$ cat src/rtl/uart_temp_rx_pkg.sv
// Shared constants and FSM encoding for the temperature-sensor UART link.
// The transmitter uses the same frame constants.
package uart_temp_rx_pkg;

    localparam int          DEF_CLK_FREQ     = 50_000_000;
    localparam int          DEF_BAUD_RATE    = 115_200;
    localparam int          DEF_CLKS_PER_BIT = DEF_CLK_FREQ / DEF_BAUD_RATE;
    localparam int          DEF_DATA_WIDTH   = 32;
    localparam logic [7:0]  CRLF_BYTE        = 8'h0A;
    localparam logic [15:0] CRLF_WORD        = 16'h0D0A;
    localparam int          TRAILER_WIDTH    = 16;
    localparam int          TOTAL_NO_BITS    = 1 + DEF_DATA_WIDTH + TRAILER_WIDTH + 1;

    // One-hot so a single state bit can be probed directly.
    typedef enum logic [3:0] {
        IDLE  = 4'b0001,
        START = 4'b0010,
        DATA  = 4'b0100,
        STOP  = 4'b1000
    } rx_state_e;

endpackage

$ cat src/rtl/uart_rx_sync.sv
// Two-flop synchroniser for the serial line plus a falling-edge detect on the
// synchronised value. All flops reset to 1 so reset never looks like a start edge.
module uart_rx_sync (
    input  logic clk,
    input  logic reset_n,
    input  logic rx,
    output logic rx_sync,
    output logic rx_fall
);

    logic meta;
    logic sync;
    logic prev;

    always_ff @(posedge clk or negedge reset_n) begin
        if (!reset_n) begin
            meta <= 1'b1;
            sync <= 1'b1;
            prev <= 1'b1;
        end else begin
            meta <= rx;
            sync <= meta;
            prev <= sync;
        end
    end

    assign rx_sync = sync;
    assign rx_fall = prev & ~sync;

endmodule

$ cat src/rtl/uart_temp_rx.sv
// Receiver for the 50-bit temperature frame: start, 32-bit count LSB first,
// 16-bit CRLF trailer, stop. Reports good counts and framing errors as pulses.
module uart_temp_rx
    import uart_temp_rx_pkg::*;
#(
    parameter int          CLK_FREQ   = DEF_CLK_FREQ,
    parameter int          BAUD_RATE  = DEF_BAUD_RATE,
    parameter int          DATA_WIDTH = DEF_DATA_WIDTH,
    parameter logic [15:0] TRAILER    = CRLF_WORD
) (
    input  logic                  clk,
    input  logic                  reset_n,
    input  logic                  uart_rx_i,
    output logic [DATA_WIDTH-1:0] count_o,
    output logic                  count_valid_o,
    output logic                  frame_err_o,
    output logic                  busy_o,
    output rx_state_e             state_o
);

    localparam int CLKS_PER_BIT = CLK_FREQ / BAUD_RATE;
    localparam int HALF_BIT     = CLKS_PER_BIT / 2;
    localparam int SHIFT_W      = DATA_WIDTH + TRAILER_WIDTH;
    localparam int BIT_W        = $clog2(SHIFT_W);

    localparam logic [8:0]       BIT_END  = 9'(CLKS_PER_BIT - 1);
    localparam logic [8:0]       HALF_END = 9'(HALF_BIT - 1);
    localparam logic [BIT_W-1:0] LAST_BIT = BIT_W'(SHIFT_W - 1);

    rx_state_e          state;
    rx_state_e          state_nx;
    logic               tick;
    logic [8:0]         baud_cnt;
    logic [BIT_W-1:0]   bit_cnt;
    logic [SHIFT_W-1:0] shreg;
    logic               rx_s;
    logic               rx_fall;

    uart_rx_sync u_sync (
        .clk     (clk),
        .reset_n (reset_n),
        .rx      (uart_rx_i),
        .rx_sync (rx_s),
        .rx_fall (rx_fall)
    );

    always_ff @(posedge clk or negedge reset_n) begin
        if (!reset_n) state <= IDLE;
        else          state <= state_nx;
    end

    // tick marks the sample point of the current state; a falling edge only
    // matters in IDLE, so mid-frame glitches cannot re-sync the receiver.
    always_comb begin
        state_nx = state;
        tick     = 1'b0;
        case (state)
            IDLE: begin
                if (rx_fall) state_nx = START;
            end
            START: begin
                if (baud_cnt == HALF_END) begin
                    tick     = 1'b1;
                    state_nx = rx_s ? IDLE : DATA;
                end
            end
            DATA: begin
                if (baud_cnt == BIT_END) begin
                    tick = 1'b1;
                    if (bit_cnt == LAST_BIT) state_nx = STOP;
                end
            end
            STOP: begin
                if (baud_cnt == BIT_END) begin
                    tick     = 1'b1;
                    state_nx = IDLE;
                end
            end
            default: state_nx = IDLE;
        endcase
    end

    always_ff @(posedge clk or negedge reset_n) begin
        if (!reset_n) begin
            baud_cnt      <= '0;
            bit_cnt       <= '0;
            shreg         <= '0;
            count_o       <= '0;
            count_valid_o <= 1'b0;
            frame_err_o   <= 1'b0;
        end else begin
            count_valid_o <= 1'b0;
            frame_err_o   <= 1'b0;

            if (state == IDLE || tick || state_nx != state) baud_cnt <= '0;
            else                                            baud_cnt <= baud_cnt + 9'd1;

            if (state == START)             bit_cnt <= '0;
            else if (state == DATA && tick) bit_cnt <= bit_cnt + 1'b1;

            // Line is LSB first, so entering from the top leaves bit 0 at shreg[0].
            if (state == DATA && tick) shreg <= {rx_s, shreg[SHIFT_W-1:1]};

            if (state == STOP && tick) begin
                if (rx_s && shreg[SHIFT_W-1 -: TRAILER_WIDTH] == TRAILER) begin
                    count_o       <= shreg[DATA_WIDTH-1:0];
                    count_valid_o <= 1'b1;
                end else begin
                    frame_err_o   <= 1'b1;
                end
            end
        end
    end

    assign busy_o  = (state != IDLE);
    assign state_o = state;

endmodule

$ cat config.mk
export PLATFORM = sky130hd
export DESIGN_NAME = uart_temp_rx
export DESIGN_NICKNAME = d
export VERILOG_FILES = /design/src/rtl/uart_temp_rx_pkg.sv /design/src/rtl/uart_rx_sync.sv /design/src/rtl/uart_temp_rx.sv
export SDC_FILE = /design/constraint.sdc
export NUM_CORES = 1
export LEC_CHECK = 0
export ABC_AREA = 0
export BUFFER_PORTS_ARGS = -buffer_cell sky130_fd_sc_hd__buf_2
export CORE_MARGIN = 5
export CORE_UTILIZATION = 35
export CTS_BUF_LIST = sky130_fd_sc_hd__clkbuf_2 sky130_fd_sc_hd__clkbuf_4 sky130_fd_sc_hd__clkbuf_8
export CTS_CLUSTER_DIAMETER = 200
export CTS_CLUSTER_SIZE = 10
export DETAILED_ROUTE_END_ITERATION = 7
export PLACE_DENSITY = 0.57
export SYNTH_ARGS = -nofsm -noshare
export SYNTH_HDL_FRONTEND = slang
export SYNTH_SLANG_ARGS = --single-unit
export TNS_END_PERCENT = 10
$ cat constraint.sdc
create_clock -name clk -period 2.61 [get_ports clk]
set_input_delay 0.261 -clock clk [delete_from_list [all_inputs] [get_ports clk]]
set_output_delay 0.261 -clock clk [all_outputs]
set_load 0.005 [all_outputs]
### Word level (Yosys, flattened, before mapping)

Index checks and enable logic that the tools add are counted.

| cells by class | value |
|---|---|
| add/subtract/negate cells | 2 |
| equality and inequality tests | 10 |
| multiplexer cells | 17 |
| bitwise logic cells | 2 |
| reduce and logical (&&, ||, !) cells | 8 |

Operator list:

| operator | number |
|---|---|
| $mux W4 | 5 |
| $eq A16 B12 Y1 const B | 1 |
| $pmux W4 S4 | 1 |
| $mux W6 | 2 |
| $add A9 B1 Y9 const B | 1 |
| $eq A9 B8 Y1 const B | 1 |
| $eq A9 B9 Y1 const B | 1 |
| $mux W9 | 1 |
| $add A6 B1 Y6 const B | 1 |
| $eq A6 B6 Y1 const B | 1 |
| $mux W1 | 6 |
| $eq A4 B1 Y1 const B | 1 |
| $eq A4 B2 Y1 const B | 1 |
| $eq A4 B3 Y1 const B | 1 |
| $eq A4 B4 Y1 const B | 1 |
| $ne A4 B1 Y1 const B | 1 |
| $ne A4 B4 Y1 | 1 |
| $logic_and A1 B1 Y1 | 3 |
| $mux W3 | 1 |
| $logic_or A1 B1 Y1 | 2 |
| $pmux W1 S2 | 1 |
| $reduce_and A2 Y1 | 1 |
| $reduce_bool A2 Y1 | 1 |
| $reduce_or A2 Y1 | 1 |
| 2 further kinds | 2 |

| word-level totals | value |
|---|---|
| bits in registers | 104 |
| input bits | 3 |
| output and inout port bits | 39 |

### Depth between registers and ports, before layout

| logic depth | value |
|---|---|
| depth in word-level cells | 7 |
| mapped depth | 8 |
| depth with buffers taken out | 7 |

### Modules after synthesis

A second synthesis with hierarchy kept.

| second synthesis, totals | value |
|---|---|
| cells, all modules | 298 |
| area total of the unflattened synthesis | 4329.2 um2 |

Modules (own cells, without submodules):

| module | times used | cells an instance | area an instance (um2) |
|---|---|---|---|
| uart_temp_rx | 1 | 294 | 4236.6 |
| uart_rx_sync | 1 | 4 | 92.6 |

### Worst setup path after synthesis

No wires, ideal clock.

| timing path | value |
|---|---|
| path type | reg2reg |
| from | register state[1] (netlist: state_o[1]) |
| to | register count_o[10] |
| arrival time | 2.056 ns |
| path slack | 0.429 ns |
| stages on the path, launching flop included | 7 |
| path through | dfrtp_1 -> buf_6 -> or4b_4 -> or3_4 -> nor2_8 -> buf_12 -> mux2_4 |

| on the way | value |
|---|---|
| cells in the longest elaborated chain, start to end | 5 |
| elaborated cells between the ends (all ways) | 7 |

Ends and longest elaborated chain:

| what | RTL line | source |
|---|---|---|
| start, declared | uart_temp_rx.sv:30 | `rx_state_e state;` |
| start signal, assigned | uart_temp_rx.sv:49 | `else state <= state_nx;` |
| $eq A4 B3 Y1 or $eq A4 B4 Y1 (tied branches) | uart_temp_rx.sv:57, uart_temp_rx.sv:104 |  |
| $reduce_or A2 Y1 (no source line) | -- |  |
| $pmux W1 S2 | uart_temp_rx.sv:57 | `case (state)` |
| $logic_and A1 B1 Y1 (*) | uart_temp_rx.sv:104 | `if (state == STOP && tick) begin` |
| $reduce_and A2 Y1 (no source line) (*) | -- |  |
| end signal, assigned | uart_temp_rx.sv:106 | `count_o <= shreg[DATA_WIDTH-1:0];` |
| end, declared | uart_temp_rx.sv:14 | `output logic [DATA_WIDTH-1:0] count_o,` |

Every way passes the cells marked *; elsewhere a longest branch is shown, timed or not.
A chain may end at the register's enable or synchronous reset.

### Worst setup path after layout

| timing path | value |
|---|---|
| from | register state[3] (netlist: state_o[3]) |
| to | register count_o[1] |

Same word-level chain as after synthesis.

==> flow_metrics.tcl <==
set metrics [dict create \
    chipHeight_um 124.0 \
    clk_path_buf_depth 2 \
    cap_violations 0 \
    power.total_mw 2.869 \
    syn-cell-area_mm2 0.004547 \
    crit_type "reg -> reg" \
    ios 42 \
    ctsRootBufferMaster "clkbuf_8" \
    hold_buffers 2 \
    layout_commonest_cell "dfrtp_1" \
    clock_skew_ns 0.009981 \
    whs_path_depth 0 \
    max-slew-margin-rel 0.5943 \
    grt_max_degree 69 \
    power_frac_clock 0.341 \
    crit_path_start_kind "flop" \
    peakVddDrop_v 0.0002313 \
    dr.pass1.iters 4 \
    intPower_mw 2.118 \
    grt_pass1_wl_mm 13.16 \
    yosysWarnings 0 \
    clk_pin_slew_ns 0.10 \
    required_ns 2.86 \
    syn_avg_cell_area_um2 14.53 \
    dp_hpwl_mm 5.344 \
    r2r_cells 5 \
    hold_viol 0 \
    swShare 0.2617 \
    slowest_stage "dfrtp_1" \
    cts_tree "yes" \
    arrival_ns 2.55 \
    syn_nets 320 \
    n_antenna_cell 0 \
    cts_sinks 104 \
    synth.distinct_cells 54 \
    drv_slew 0 \
    drt_iter0_markers 190 \
    fp.dieW_um 124.0 \
    finalSetupViolations 0 \
    p_sw_mw 0.7510 \
    numCtsBuffers 9 \
    post_cts_buffers 0 \
    rsz0062_at_grt "no" \
    finalWeightedCongestion 0.8241 \
    io_buffer_count 41 \
    nNetsFinal 369 \
    ant_nets 0 \
    async_flop_share 1.000 \
    num_vias 2568 \
    whs_endpoint "u_sync.rx_sync" \
    min_from "u_sync.meta" \
    reg2reg_slack_ns 0.31 \
    grt_antenna_before_repair 0 \
    start_util 0.3588 \
    ys_seq_area_frac 0.5735 \
    critPathBufInv 1 \
    fin_crit_sh 0.8794 \
    wirelength_mm 7.878 \
    tightest_slew_ns 0.6004 \
    synth_edf_count 0 \
    endpoint_kind "flop" \
    power_density_mw_per_mm2 555.7 \
    hold_class "reg -> reg" \
    finalCriticalPeriod_ns 2.295 \
    rr_endpoint "count_o[1]" \
    cpPeakStageDelay_ns 0.51 \
    coreArea_mm2 0.01267 \
    final_cell_mix "dfrtp_1 (100), buf_2 (40), mux2_4 (30)" \
    ys.flop_type "dfrtp_1" \
    cts-resized-gates 0 \
    track_usage 0.1093 \
    first_global_vias 2659 \
    clkLatencyLatePin_ns 0.37 \
    syn_inst 313 \
    dieArea_mm2 0.01537 \
    wire_per_inst_um 14.62 \
    placedCellCount 521 \
    drive_gt1_frac 0.3760 \
    cpLargestDelayFamily "simple AND/OR/NAND/NOR gates" \
    fmax_ghz 0.4357 \
    setup_tns_ns 0 \
    h-tree-depth 3 \
    seq_power_share 0.582 \
    drc_errors 0 \
    std_cell_rows 41 \
    ys_ff_latch 104 \
    power_frac_comb 0.077 \
    area_growth_pct 13.57 \
    p_leak_nw 2.550 \
    overflow 0 \
    r2r-start "state_o[3]" \
    status "complete, no violations" \
    crit_fanout 32 \
    crit_chain "or4b_4 > or3_4 > nor2_8 > buf_12 > mux2_2" \
    final_cells 539 \
    vias_per_cell 4.764 \
]
==> Yosys cell counts, types with 3 or more instances <==
cell type  count  area (um^2)
dfrtp_1      100         2502
o21ai_0        5        25.02
buf_12         3        60.06
nand3_1        9        45.04
buf_2          6        30.03
a211oi_1       8        60.06
mux2_4        30        450.4
mux2_2        28        315.3
a21oi_1        4        20.02
nand2_1        9        33.78
dfstp_2        4        105.1
ha_1           4        50.05
xnor2_1        7        61.31
nor3_1         4        20.02
nor2_1        13        48.80
nand4bb_1      3        33.78
nand4_1        3        18.77
inv_1          7        26.28
mux2_1        21        236.5
==> final cells by class <==
class | instances | area (um^2)
Timing Repair Buffer | 50 | 317.8
Multi-Input combinational cell | 190 | 1804
Clock buffer | 11 | 145.1
Inverter | 7 | 26.28
Sequential cell | 104 | 2608
Tap cell | 172 | 215.2
Clock inverter | 5 | 47.55
Fill cell | 1233 | 7507
==> metal layers <==
layer / GRT usage / vias up / wire length (um) / share of wire
li1: - / 1232 / - / -
met1: 0.1437 / 1290 / 3750 / 0.48
met2: 0.1757 / 39 / 3703 / 0.47
met3: 0.02498 / 7 / 316 / 0.040
met4: 0.04312 / 0 / 109 / 0.014
met5: 0 / - / 0 / 0
==> power groups by stage <==
stage	Sequential, mW	Clock, mW	Combinational, mW
floorplan	1.68	0	0.146
global placement	1.70	0	0.217
detailed placement	1.70	0	0.225
CTS	1.67	1.02	0.228
global route	1.67	1.08	0.248
finish	1.67	0.978	0.222
==> registers in the layout (all words and copies together) (netlist names) <==
signal,flops
count_valid_o,1
u_sync.meta,1
bit_cnt,6
count_o,32
u_sync.rx_sync,1
frame_err_o,1
u_sync.prev,1
shreg,48
state_o,4
baud_cnt,9
==> cells by family (layout without fill, tap and decap cells) <==
logic type      Yosys count  in the layout  share of synthesized area
flops                   104            104                     0.5735
mux                      81             81                     0.2248
simple gates             65             65                    0.09026
xor+xnor                  8              8                    0.01541
fa+ha+maj                 4              4                    0.01101
compound gates           32             32                    0.05366
buf+inv                  19             73                    0.03137
==> metrics by stage <==
step                area [um^2]  hold slack [ns]    util  setup WS [ns]
finish                     5164           0.3643  0.4075         0.3149
floorplan                  4547         -0.03459       -         0.4291
global placement           4951           0.2526  0.3907         0.3648
CTS                        5164           0.3670  0.4075         0.3209
global route               5164           0.3715  0.4075         0.1963
detailed placement         4951           0.2598  0.3907         0.3376
==> worst max-delay path by stage <==
stage | startpoint | to | cells after the start
finish | state_o[3] | count_o[1] | 5
global route | baud_cnt[1] | baud_cnt[8] | 7
CTS | state_o[3] | count_o[1] | 5
detailed placement | state_o[3] | count_o[1] | 5
global placement | state_o[2] | shreg[41] | 5
floorplan | state_o[1] | count_o[10] | 6
Note: power is estimated with default switching activity, not from simulation.
